<file path="src/rtl/async_rx_param.sv">
// Oversampling asynchronous serial receiver with optional parity, one or two stop bits,
// a held output frame with ready/acknowledge handshake, and overrun/framing/parity flags.
module async_rx_param #(
  parameter int unsigned DATA_BITS  = 8,
  parameter int unsigned OVERSAMPLE = 8,
  parameter int unsigned PARITY     = 0,
  parameter int unsigned STOP_BITS  = 1
) (
  input  logic                 CLK,
  input  logic                 RST_N,
  input  logic                 RXD,
  input  logic                 DATA_ACK,
  output logic [DATA_BITS-1:0] Frame,
  output logic                 RX_BUSY,
  output logic                 RX_READY,
  output logic                 RX_ERROR,
  output logic                 RX_PERR,
  output logic                 RX_OVR
);

  if (DATA_BITS < 5 || DATA_BITS > 9) begin : g_bad_data_bits
    $error("async_rx_param: DATA_BITS must be 5..9");
  end
  if (OVERSAMPLE < 4 || OVERSAMPLE > 32 || (OVERSAMPLE % 2) != 0) begin : g_bad_oversample
    $error("async_rx_param: OVERSAMPLE must be even and 4..32");
  end
  if (PARITY > 2 || STOP_BITS < 1 || STOP_BITS > 2) begin : g_bad_framing
    $error("async_rx_param: PARITY must be 0..2 and STOP_BITS 1..2");
  end

  localparam int unsigned CntW = $clog2(OVERSAMPLE);
  localparam int unsigned IdxW = 4;
  localparam logic [CntW-1:0] HalfM1 = CntW'(OVERSAMPLE / 2 - 1);
  localparam logic [CntW-1:0] FullM1 = CntW'(OVERSAMPLE - 1);
  localparam logic [IdxW-1:0] LastData = IdxW'(DATA_BITS - 1);
  localparam logic [IdxW-1:0] LastStop = IdxW'(STOP_BITS - 1);
  localparam logic OddParity = (PARITY == 2);

  typedef enum logic [2:0] {StIdle, StStart, StData, StPar, StStop} state_e;

  logic [1:0]           sync_q;
  logic                 rxs;
  state_e               state_q;
  logic [CntW-1:0]      cnt_q;
  logic [IdxW-1:0]      idx_q;
  logic [DATA_BITS-1:0] shreg_q;
  logic                 ferr_q, perr_q, armed_q;
  logic [DATA_BITS-1:0] frame_q;
  logic                 ready_q, ferr_out_q, perr_out_q, ovr_q;
  logic                 done, ferr_fin;

  assign rxs = sync_q[1];

  always_ff @(posedge CLK or negedge RST_N) begin
    if (!RST_N) begin
      sync_q <= 2'b11;
    end else begin
      sync_q <= {sync_q[0], RXD};
    end
  end

  // done marks the last stop-bit sample; outputs update on that same edge.
  always_comb begin
    done     = (state_q == StStop) && (cnt_q == FullM1) && (idx_q == LastStop);
    ferr_fin = ferr_q | ~rxs;
  end

  always_ff @(posedge CLK or negedge RST_N) begin
    if (!RST_N) begin
      state_q    <= StIdle;
      cnt_q      <= '0;
      idx_q      <= '0;
      shreg_q    <= '0;
      ferr_q     <= 1'b0;
      perr_q     <= 1'b0;
      armed_q    <= 1'b0;
      frame_q    <= '0;
      ready_q    <= 1'b0;
      ferr_out_q <= 1'b0;
      perr_out_q <= 1'b0;
      ovr_q      <= 1'b0;
    end else begin
      if (rxs) armed_q <= 1'b1;
      case (state_q)
        StIdle: begin
          if (!rxs && armed_q) begin
            state_q <= StStart;
            cnt_q   <= '0;
          end
        end
        StStart: begin
          if (cnt_q == HalfM1) begin
            cnt_q   <= '0;
            idx_q   <= '0;
            ferr_q  <= 1'b0;
            perr_q  <= 1'b0;
            state_q <= rxs ? StIdle : StData;
          end else begin
            cnt_q <= cnt_q + 1'b1;
          end
        end
        StData: begin
          if (cnt_q == FullM1) begin
            cnt_q   <= '0;
            shreg_q <= {rxs, shreg_q[DATA_BITS-1:1]};
            if (idx_q == LastData) begin
              idx_q   <= '0;
              state_q <= (PARITY != 0) ? StPar : StStop;
            end else begin
              idx_q <= idx_q + 1'b1;
            end
          end else begin
            cnt_q <= cnt_q + 1'b1;
          end
        end
        StPar: begin
          if (cnt_q == FullM1) begin
            cnt_q   <= '0;
            perr_q  <= (^shreg_q) ^ rxs ^ OddParity;
            state_q <= StStop;
          end else begin
            cnt_q <= cnt_q + 1'b1;
          end
        end
        StStop: begin
          if (cnt_q == FullM1) begin
            cnt_q  <= '0;
            ferr_q <= ferr_fin;
            if (idx_q == LastStop) begin
              idx_q   <= '0;
              state_q <= StIdle;
              // A line still low at the final stop sample is a break: wait for it to clear.
              if (!rxs) armed_q <= 1'b0;
            end else begin
              idx_q <= idx_q + 1'b1;
            end
          end else begin
            cnt_q <= cnt_q + 1'b1;
          end
        end
        default: state_q <= StIdle;
      endcase

      if (done) begin
        if (!ready_q || DATA_ACK) begin
          frame_q    <= shreg_q;
          ferr_out_q <= ferr_fin;
          perr_out_q <= perr_q;
          ready_q    <= 1'b1;
          ovr_q      <= 1'b0;
        end else begin
          ovr_q <= 1'b1;
        end
      end else if (DATA_ACK && ready_q) begin
        ready_q <= 1'b0;
        ovr_q   <= 1'b0;
      end
    end
  end

  assign Frame    = frame_q;
  assign RX_BUSY  = (state_q != StIdle);
  assign RX_READY = ready_q;
  assign RX_ERROR = ferr_out_q;
  assign RX_PERR  = perr_out_q;
  assign RX_OVR   = ovr_q;

endmodule

</file>
<file path="config.mk">
export PLATFORM = sky130hd
export DESIGN_NAME = async_rx_param
export DESIGN_NICKNAME = d
export VERILOG_FILES = /design/src/rtl/async_rx_param.sv
export SDC_FILE = /design/constraint.sdc
export NUM_CORES = 1
export LEC_CHECK = 0
export BUFFER_PORTS_ARGS = -buffer_cell sky130_fd_sc_hd__buf_2
export CELL_PAD_IN_SITES_DETAIL_PLACEMENT = 0
export CELL_PAD_IN_SITES_GLOBAL_PLACEMENT = 1
export CORE_MARGIN = 4
export CORE_UTILIZATION = 35
export DETAILED_ROUTE_END_ITERATION = 16
export PLACE_DENSITY = 0.67
export SKIP_LAST_GASP = 1
export SLEW_MARGIN = 5
export SYNTH_ARGS = -nofsm -noshare
export SYNTH_HDL_FRONTEND = slang
export SYNTH_SLANG_ARGS = --single-unit
export TNS_END_PERCENT = 1
</file>
<file path="constraint.sdc">
create_clock -name CLK -period 3 [get_ports CLK]
set_input_delay 0.6 -clock CLK [delete_from_list [all_inputs] [get_ports CLK]]
set_output_delay 0.6 -clock CLK [all_outputs]
set_load 0.05 [all_outputs]
</file>
# --- After elaboration in Yosys (flattened, before gate mapping) ---
# Index checks and enable logic that the tools add are counted.
op_classes:
  magnitude_cmp: 0
  n_addsub: 2
  n_div: 0
  n_bitwise: 3
  n_mux: 34
  n_mul: 0
  n_shift: 0
  reduce_logical: 25
  eq_ne: 15
ops:
  columns: ["cell", "count"]
  rows:
  - ["2-to-1 mux 3 bit", 10]
  - ["2-to-1 mux 4 bit", 5]
  - ["one-hot mux 3 bit (5 select lines)", 1]
  - ["2-to-1 mux 1 bit", 13]
  - ["one-hot mux 4 bit (3 select lines)", 1]
  - ["inequality test 2 bit (second input constant)", 5]
  - ["equality test 3 x 2 -> 1 bit (second input constant)", 3]
  - ["one-hot mux 3 bit (3 select lines)", 1]
  - ["nonzero test 3 bit", 3]
  - ["AND reduction 2 bit", 4]
  - ["XOR reduction 8 bit", 1]
  - ["AND reduction 7 bit", 1]
  - ["equality test 3 bit (second input constant)", 2]
  - ["inequality test 2 x 1 -> 1 bit (second input constant)", 3]
  - ["AND reduction 3 bit", 2]
  - ["nonzero test 2 bit", 3]
  - ["adder 4 x 1 -> 4 bit (second input constant)", 1]
  - ["equality test 4 x 3 -> 1 bit (second input constant)", 1]
  - ["logical AND 1 bit", 4]
  - ["zero test 4 bit", 1]
  - ["one-hot mux 1 bit (2 select lines)", 2]
  - ["AND reduction 4 bit", 1]
  - ["adder 3 x 1 -> 3 bit (second input constant)", 1]
  - ["equality test 3 x 1 -> 1 bit (second input constant)", 1]
  - ["other kinds (8)", 9]
word_totals:
  ram_bits: 0
  memories: 0
  mem_bits_ro: 0
  latchBits: 0
  elab_cells: 92
  ff_bits: 35
  input_bits: 4

# --- Longest topological paths before layout ---
# Gate-level depths: netlist (run 1).
depth:
  ltp_word: 5
  ltp_mapped: 7
  ltp_nobuf: 6

# --- Least setup slack after synthesis (run 1) ---
# OpenSTA, ideal clock, no wires.
synth_timing:
  kind: "reg2reg"
  from: "register cnt_q[0]"
  to: "register frame_q[0] (netlist: Frame[0])"
  path_stages_with_launch: 8
  t_required_ns: 2.875
  slack_ns: 1.137
  arrival_time_ns: 1.738
  setup_time_ns: 0.125
  path_cell_list: "dfrtp_1 > ha_1 > ha_1 > and4bb_2 > nand3b_4 > nand2b_4 > buf_6 > mux2_4"
synth_between:
  elab_chain_len: 4
synth_lines:
  columns: ["item", "line", "source"]
  rows:
  - ["start, declared", "44", "logic [CntW-1:0] cnt_q;"]
  - ["start signal, assigned", "99", "cnt_q <= cnt_q + 1'b1;"]
  - ["start signal, assigned", "113", "cnt_q <= cnt_q + 1'b1;"]
  - ["start signal, assigned", "122", "cnt_q <= cnt_q + 1'b1;"]
  - ["equality test 3 bit", "64", "done = (state_q == StStop) && (cnt_q == FullM1) && (idx_q == LastStop);"]
  - ["logical AND 1 bit (2 in a row)", "64", null]
  - ["AND reduction 2 bit (no source line)", null, null]
  - ["end signal, assigned", "146", "frame_q <= shreg_q;"]
  - ["end, declared", "48", "logic [DATA_BITS-1:0] frame_q;"]
# Every way passes these cells.
# A chain may end at the register's enable or synchronous reset.

# --- Worst setup path after layout (run 1) ---
layout_timing:
  from: "register state_q[0]"
  to: "output RX_BUSY"
layout_between:
  elab_chain_len: 1
layout_lines:
  columns: ["item", "line", "source"]
  rows:
  - ["start, declared", "43", "state_e state_q;"]
  - ["start signal, assigned", "70", "state_q <= StIdle;"]
  - ["start signal, assigned", "87", "state_q <= StStart;"]
  - ["start signal, assigned", "97", "state_q <= rxs ? StIdle : StData;"]
  - ["nonzero test 3 bit", "162", "assign RX_BUSY = (state_q != StIdle);"]
  - ["end, declared", "14", "output logic RX_BUSY,"]
# Every way passes these cells.

==> flow_summary.toml, run 1 <==
[grt]
grt_max_degree = 36
grt.met3_usage_pct = 3.40
use_met2_pct = 18.3
antenna_found_initial = 0
met1_usage_pct = 13.3
grt_first_pass_wirelength_um = 5420
busiest_layer = "met2"
grt_overflow = 0
grt_use_total_pct = 11.1
grt_pass1_vias = 1162

[setup_path]
path_buf_inv = 1
cp_max_fo = 15
crit_arrival_ns = 1.47
r2r_slack_ns = 1.08
start_kind = "flip-flop"
critPathMaxStageDelay_ns = 0.62
cp_slowest_cell = "dfrtp_1"
critical_path_class = "reg -> out"
critical-path-top-delay-family = "flip-flops"
required_ns = 2.40
crit_chain = "nor2_1, nand2_1, buf_2"
endpoint_kind = "output port"

[floorplan]
die_area_um2 = 6260
fp.dieW_um = 79.1
rows = 25
core_area_um2 = 4820
pin_count = 17
die_h_um = 79.1
start_util_pct = 36.7

[timing]
slew_viol_final = 0
setup_slack_ns = 0.928
period_share_pct = 69.1
max_freq_mhz = 483
final_hold_viol_count = 0
skew_ns = 0.00448
grt_setup_unrepaired = "no"
tns_ns = 0
tightest_slew_ns = 0.778
report.final.setup_viol = 0
hold-worst-slack_ns = 0.359
min_period_ns = 2.07
slew_headroom_pct = 48.1

[placed_design]
dpl_cell_area_um2 = 1920
pre_cts_ws_ns = 1.07
gp_congestion = 0.751
placement.io_buffers = 16
dpl.hpwl_um = 2170

[yosys]
yosysTopAreaCell = "dfrtp_1"
synth.distinct_cells = 40
ys_seq_area_share_pct = 49.6
avgSynthCellArea_um2 = 12.1
syn_inst = 146
yosys_warnings = 0
synth.ff_latch_count = 35
synth_nets = 156
netlist.area_leader.share_pct = 46.7
netlist_area_um2 = 1770
synth.area.top_cells = "dfrtp_1 (47%), mux2_4 (8.5%), mux2_2 (5.7%), ha_1 (4.2%), dfstp_2 (3.0%)"

[clock_tree]
hold_buffers = 0
clk_pin_slew_worst_paths_ns = 0.07
clk_latency_ns = 0.29
tritoncts = "built"
clockBufferDepth = 2
cts_buffers = 5
root_buffer = "clkbuf_8"
ctsResizeCount = 0
cts_sinks = 35
postCtsSetupRepairBufs = 0
h-tree-depth = 2

[route]
vias_per_cell = 4.84
routedWlPerCell_um = 12.9
first_pass_iters = 4
first_iter_violations = 45
finalWirelength_um = 3000
drc_errors = 0
ant_nets = 0
vias = 1127

[cells_and_area]
design_area_um2 = 2030
area_delta_synth_final_pct = 14.7
final_cell_mix = "dfrtp_1 (33), buf_2 (16), mux2_4 (10)"
drive_gt1_share_pct = 31.3
diodes = 0
layout.cells.most_common = "dfrtp_1"
nets = 175

[worst_hold_path]
hold_path.class = "reg -> reg"

[pwr]
leakagePower_nw = 1.02
irDropWorstVdd_mv = 0.294
p_per_area_nw_per_um2 = 731
p_total_mw = 1.48

[run]
cap_violations = 0

[run_status]
status = "complete, no violations"
## sequential cells by signal (all words and copies together) (netlist names), 2 cells and up
signal / count
Frame: 8
shreg_q: 8
idx_q: 4
cnt_q: 3
state_q: 3
sync_q: 2
## cell usage after synthesis (all sizes together)
| cell | n |
|---|---|
| o31ai | 2 |
| mux2 | 19 |
| o32ai | 1 |
| a21o | 1 |
| or3 | 1 |
| nor3b | 2 |
| nand2b | 5 |
| a21oi | 3 |
| nor4bb | 3 |
| nand2 | 9 |
| nor3 | 3 |
| dfrtp | 33 |
| xnor2 | 5 |
| o2bb2ai | 1 |
| a221o | 1 |
| mux2i | 1 |
| ha | 6 |
| o41ai | 1 |
| dfstp | 2 |
| clkbuf | 1 |
| inv | 8 |
| xnor3 | 1 |
| o21ba | 1 |
| and4bb | 1 |
| o22ai | 3 |
| nor2 | 6 |
| a32oi | 1 |
| nor2b | 3 |
| a21boi | 1 |
| nand3b | 1 |
| buf | 4 |
| a22o | 1 |
| o21ai | 9 |
| nand3 | 4 |
| xor2 | 2 |
## per-layer routing
metal	wire, µm	up-vias
met4	57	0
li1	-	555
met2	1410	15
met3	109	9
met5	0	-
met1	1420	548
## per-stage QoR
stage	std cells	utilization (%)
floorplan	146	-
global placement	225	39.8
detailed placement	225	39.8
CTS	233	42.1
global route	233	42.1
finish	233	42.1
## where the power goes
group          leakage (nW)  total, mW  switching, mW  internal, mW
sequential            0.453      0.632         0.0877         0.544
combinational         0.513      0.429          0.196         0.233
clock                0.0581      0.423          0.176         0.247
## kinds of logic after synthesis
kind of cell,synth area share [%]
compound gates,9.76
xor+xnor,4.74
fa+ha+maj,4.24
buf+inv,3.39
flops,49.6
mux,14.8
simple gates,13.4
## final timing paths
kind                            cells past startpoint                     end              startpoint
worst max-delay path                                3                 RX_BUSY  state_q[0]$_DFFE_PN0P_
worst min-delay path                                0     sync_q[1]$_DFF_PN1_     sync_q[0]$_DFF_PN1_
worst max register to register                      6    Frame[2]$_DFFE_PN0P_    cnt_q[0]$_DFFE_PN0P_
worst min register to register                      0     sync_q[1]$_DFF_PN1_     sync_q[0]$_DFF_PN1_
max in group asynchronous                           1  state_q[2]$_DFFE_PN0P_                   RST_N
min in group asynchronous                           1    RX_READY$_DFFE_PN0P_                   RST_N
## final cells by class
type | instances | area (µm²)
clock buffer | 5 | 68.8
clock inverter | 3 | 43.8
fill | 496 | 2790
inverter | 8 | 30.0
multi-input combinational | 98 | 837
sequential | 35 | 878
tap | 67 | 83.8
timing repair buffer | 17 | 87.6
No activity file was read; power rests on OpenSTA's default activity.
==> run 2, diff against run 1 <==
- PLACE_DENSITY: 0.67 -> 0.69
- clock period: 3 -> 1.9 ns (I/O delays scaled with it)
==> run 2 against run 1 <==
  * Die area did not move
  * Power rose by 62%
  * Final cell count rose by 2.1%
  * Register-to-register slack got worse by 1.1 ns
  * First-iteration DRC count fell by 33%
  * Critical path type is now reg -> reg
  * Largest cell class unchanged
  * Highest routed layer unchanged
==> flow_summary.toml, run 2 (same netlist as run 1, synthesis figures left out) <==
[cells_and_area]
final_cell_mix = "dfrtp_1 (33), buf_2 (16), mux2_4 (10)"
design_area_um2 = 2090
drive_gt1_share_pct = 34.5
fillers = 471
area_delta_synth_final_pct = 18.2
final_util_pct = 43.4
seqCellArea_um2 = 878
layout.cells.most_common = "dfrtp_1"
multi_input_area_um2 = 861
nets = 180
stdcell_count = 238
diodes = 0

[setup_path]
cp_slowest_cell = "dfrtp_1"
endpoint_kind = "flip-flop"
critical_path_class = "reg -> reg"
crit_chain = "ha_1, ha_2, and4bb_2, nand3b_4, nand2b_4, mux2_4"
r2r_slack_ns = 0.02
critPathMaxStageDelay_ns = 0.36
cp_max_fo = 10
crit_arrival_ns = 2.05
start_kind = "flip-flop"
required_ns = 2.07

[pwr]
leakagePower_nw = 1.05
p_per_area_nw_per_um2 = 1150
irDropWorstVdd_mv = 0.566

[floorplan]
pin_count = 17
die_area_um2 = 6260
die_h_um = 79.1
start_util_pct = 36.7
core_area_um2 = 4820
fp.dieW_um = 79.1
rows = 25

[clock_tree]
tritoncts = "built"
postCtsSetupRepairBufs = 0
clk_latency_ns = 0.29
cts_sinks = 35
cts_buffers = 5
h-tree-depth = 2
root_buffer = "clkbuf_8"
clockBufferDepth = 2
clk_pin_slew_worst_paths_ns = 0.07

[timing]
slew_viol_final = 0
min_period_ns = 1.88
max_freq_mhz = 532
grt_setup_unrepaired = "yes"
final_hold_viol_count = 0
tightest_slew_ns = 0.765
slew_headroom_pct = 49.0
period_share_pct = 98.9
report.final.setup_viol = 0
skew_ns = 0.00846

[placed_design]
dpl_cell_area_um2 = 1950
gp_congestion = 0.792
dpl.hpwl_um = 2320
placement.io_buffers = 16
dp.cells = 230

[run_status]
status = "complete, no violations"

[route]
vias = 1150
routedWlPerCell_um = 13.3
first_pass_iters = 4
drc_errors = 0
ant_nets = 0
first_iter_violations = 30
finalWirelength_um = 3160
vias_per_cell = 4.83

[run]
cap_violations = 0

[grt]
grt_use_total_pct = 11.1
grt_max_degree = 36
grt_pass1_vias = 1177
grt_overflow = 0
antenna_found_initial = 0
grt_first_pass_wirelength_um = 5430

[worst_hold_path]
hold_path.class = "in -> async"
[run 2: changes by cell type in the layout (fill, tap and decap cells not counted), sizes merged]
cell  change
buf       +5
[run 2: per-stage QoR]
step	setup TNS [ns]	setup WS [ns]	hold slack [ns]	total power, mW
global placement	0	0.0315	0.347	1.71
global route	-0.953	-0.0787	0.183	2.58
detailed placement	-0.00913	-0.00529	0.347	1.73
floorplan	0	0.0371	0.0844	1.55
finish	0	0.0214	0.162	2.40
CTS	-0.0287	-0.00617	0.186	2.41
[run 2: cell type report]
type	instances	share of cell area, %
Sequential cell	35	42.0
Clock buffer	5	3.29
Clock inverter	3	2.09
Tap cell	67	4.01
Inverter	8	1.44
Multi-Input combinational cell	98	41.2
Timing Repair Buffer	22	5.98
[run 2: routing by layer]
metal	GRT usage, %	up-vias	routed length [µm]
met5	0	-	0
met3	3.51	4	120
met2	18.6	16	1540
met4	3.78	0	34
li1	-	563	-
met1	13.5	567	1460
[run 2: what timing repair did]
action	in CTS	in global routing
hold buffers	0	0
hold endpoints to repair	0	0
setup endpoints to repair	8	21
gates resized for setup	0	4
[run 2: final timing paths]
kind / start / to / depth (start not counted)
setup / recovery: cnt_q[0]$_DFFE_PN0P_ / Frame[6]$_DFFE_PN0P_ / 6
hold / removal: RST_N / Frame[7]$_DFFE_PN0P_ / 1
setup reg to reg: cnt_q[0]$_DFFE_PN0P_ / Frame[6]$_DFFE_PN0P_ / 6
hold reg to reg: sync_q[0]$_DFF_PN1_ / sync_q[1]$_DFF_PN1_ / 0
max in group asynchronous: RST_N / cnt_q[0]$_DFFE_PN0P_ / 1
min in group CLK: RXD / sync_q[0]$_DFF_PN1_ / 1
[run 2: critical path, delay by kind of cell, from the launching register on]
| kind | cells | cell delay, ns |
|---|---|---|
| flops | 1 | 0.36 |
| fa+ha+maj | 2 | 0.43 |
| mux | 1 | 0.33 |
| simple gates | 3 | 0.66 |
[run 2: power by group]
| part | internal, mW | switching, mW | leakage (nW) |
|---|---|---|---|
| sequential | 0.860 | 0.126 | 0.453 |
| combinational | 0.400 | 0.352 | 0.541 |
| clock | 0.390 | 0.273 | 0.0581 |
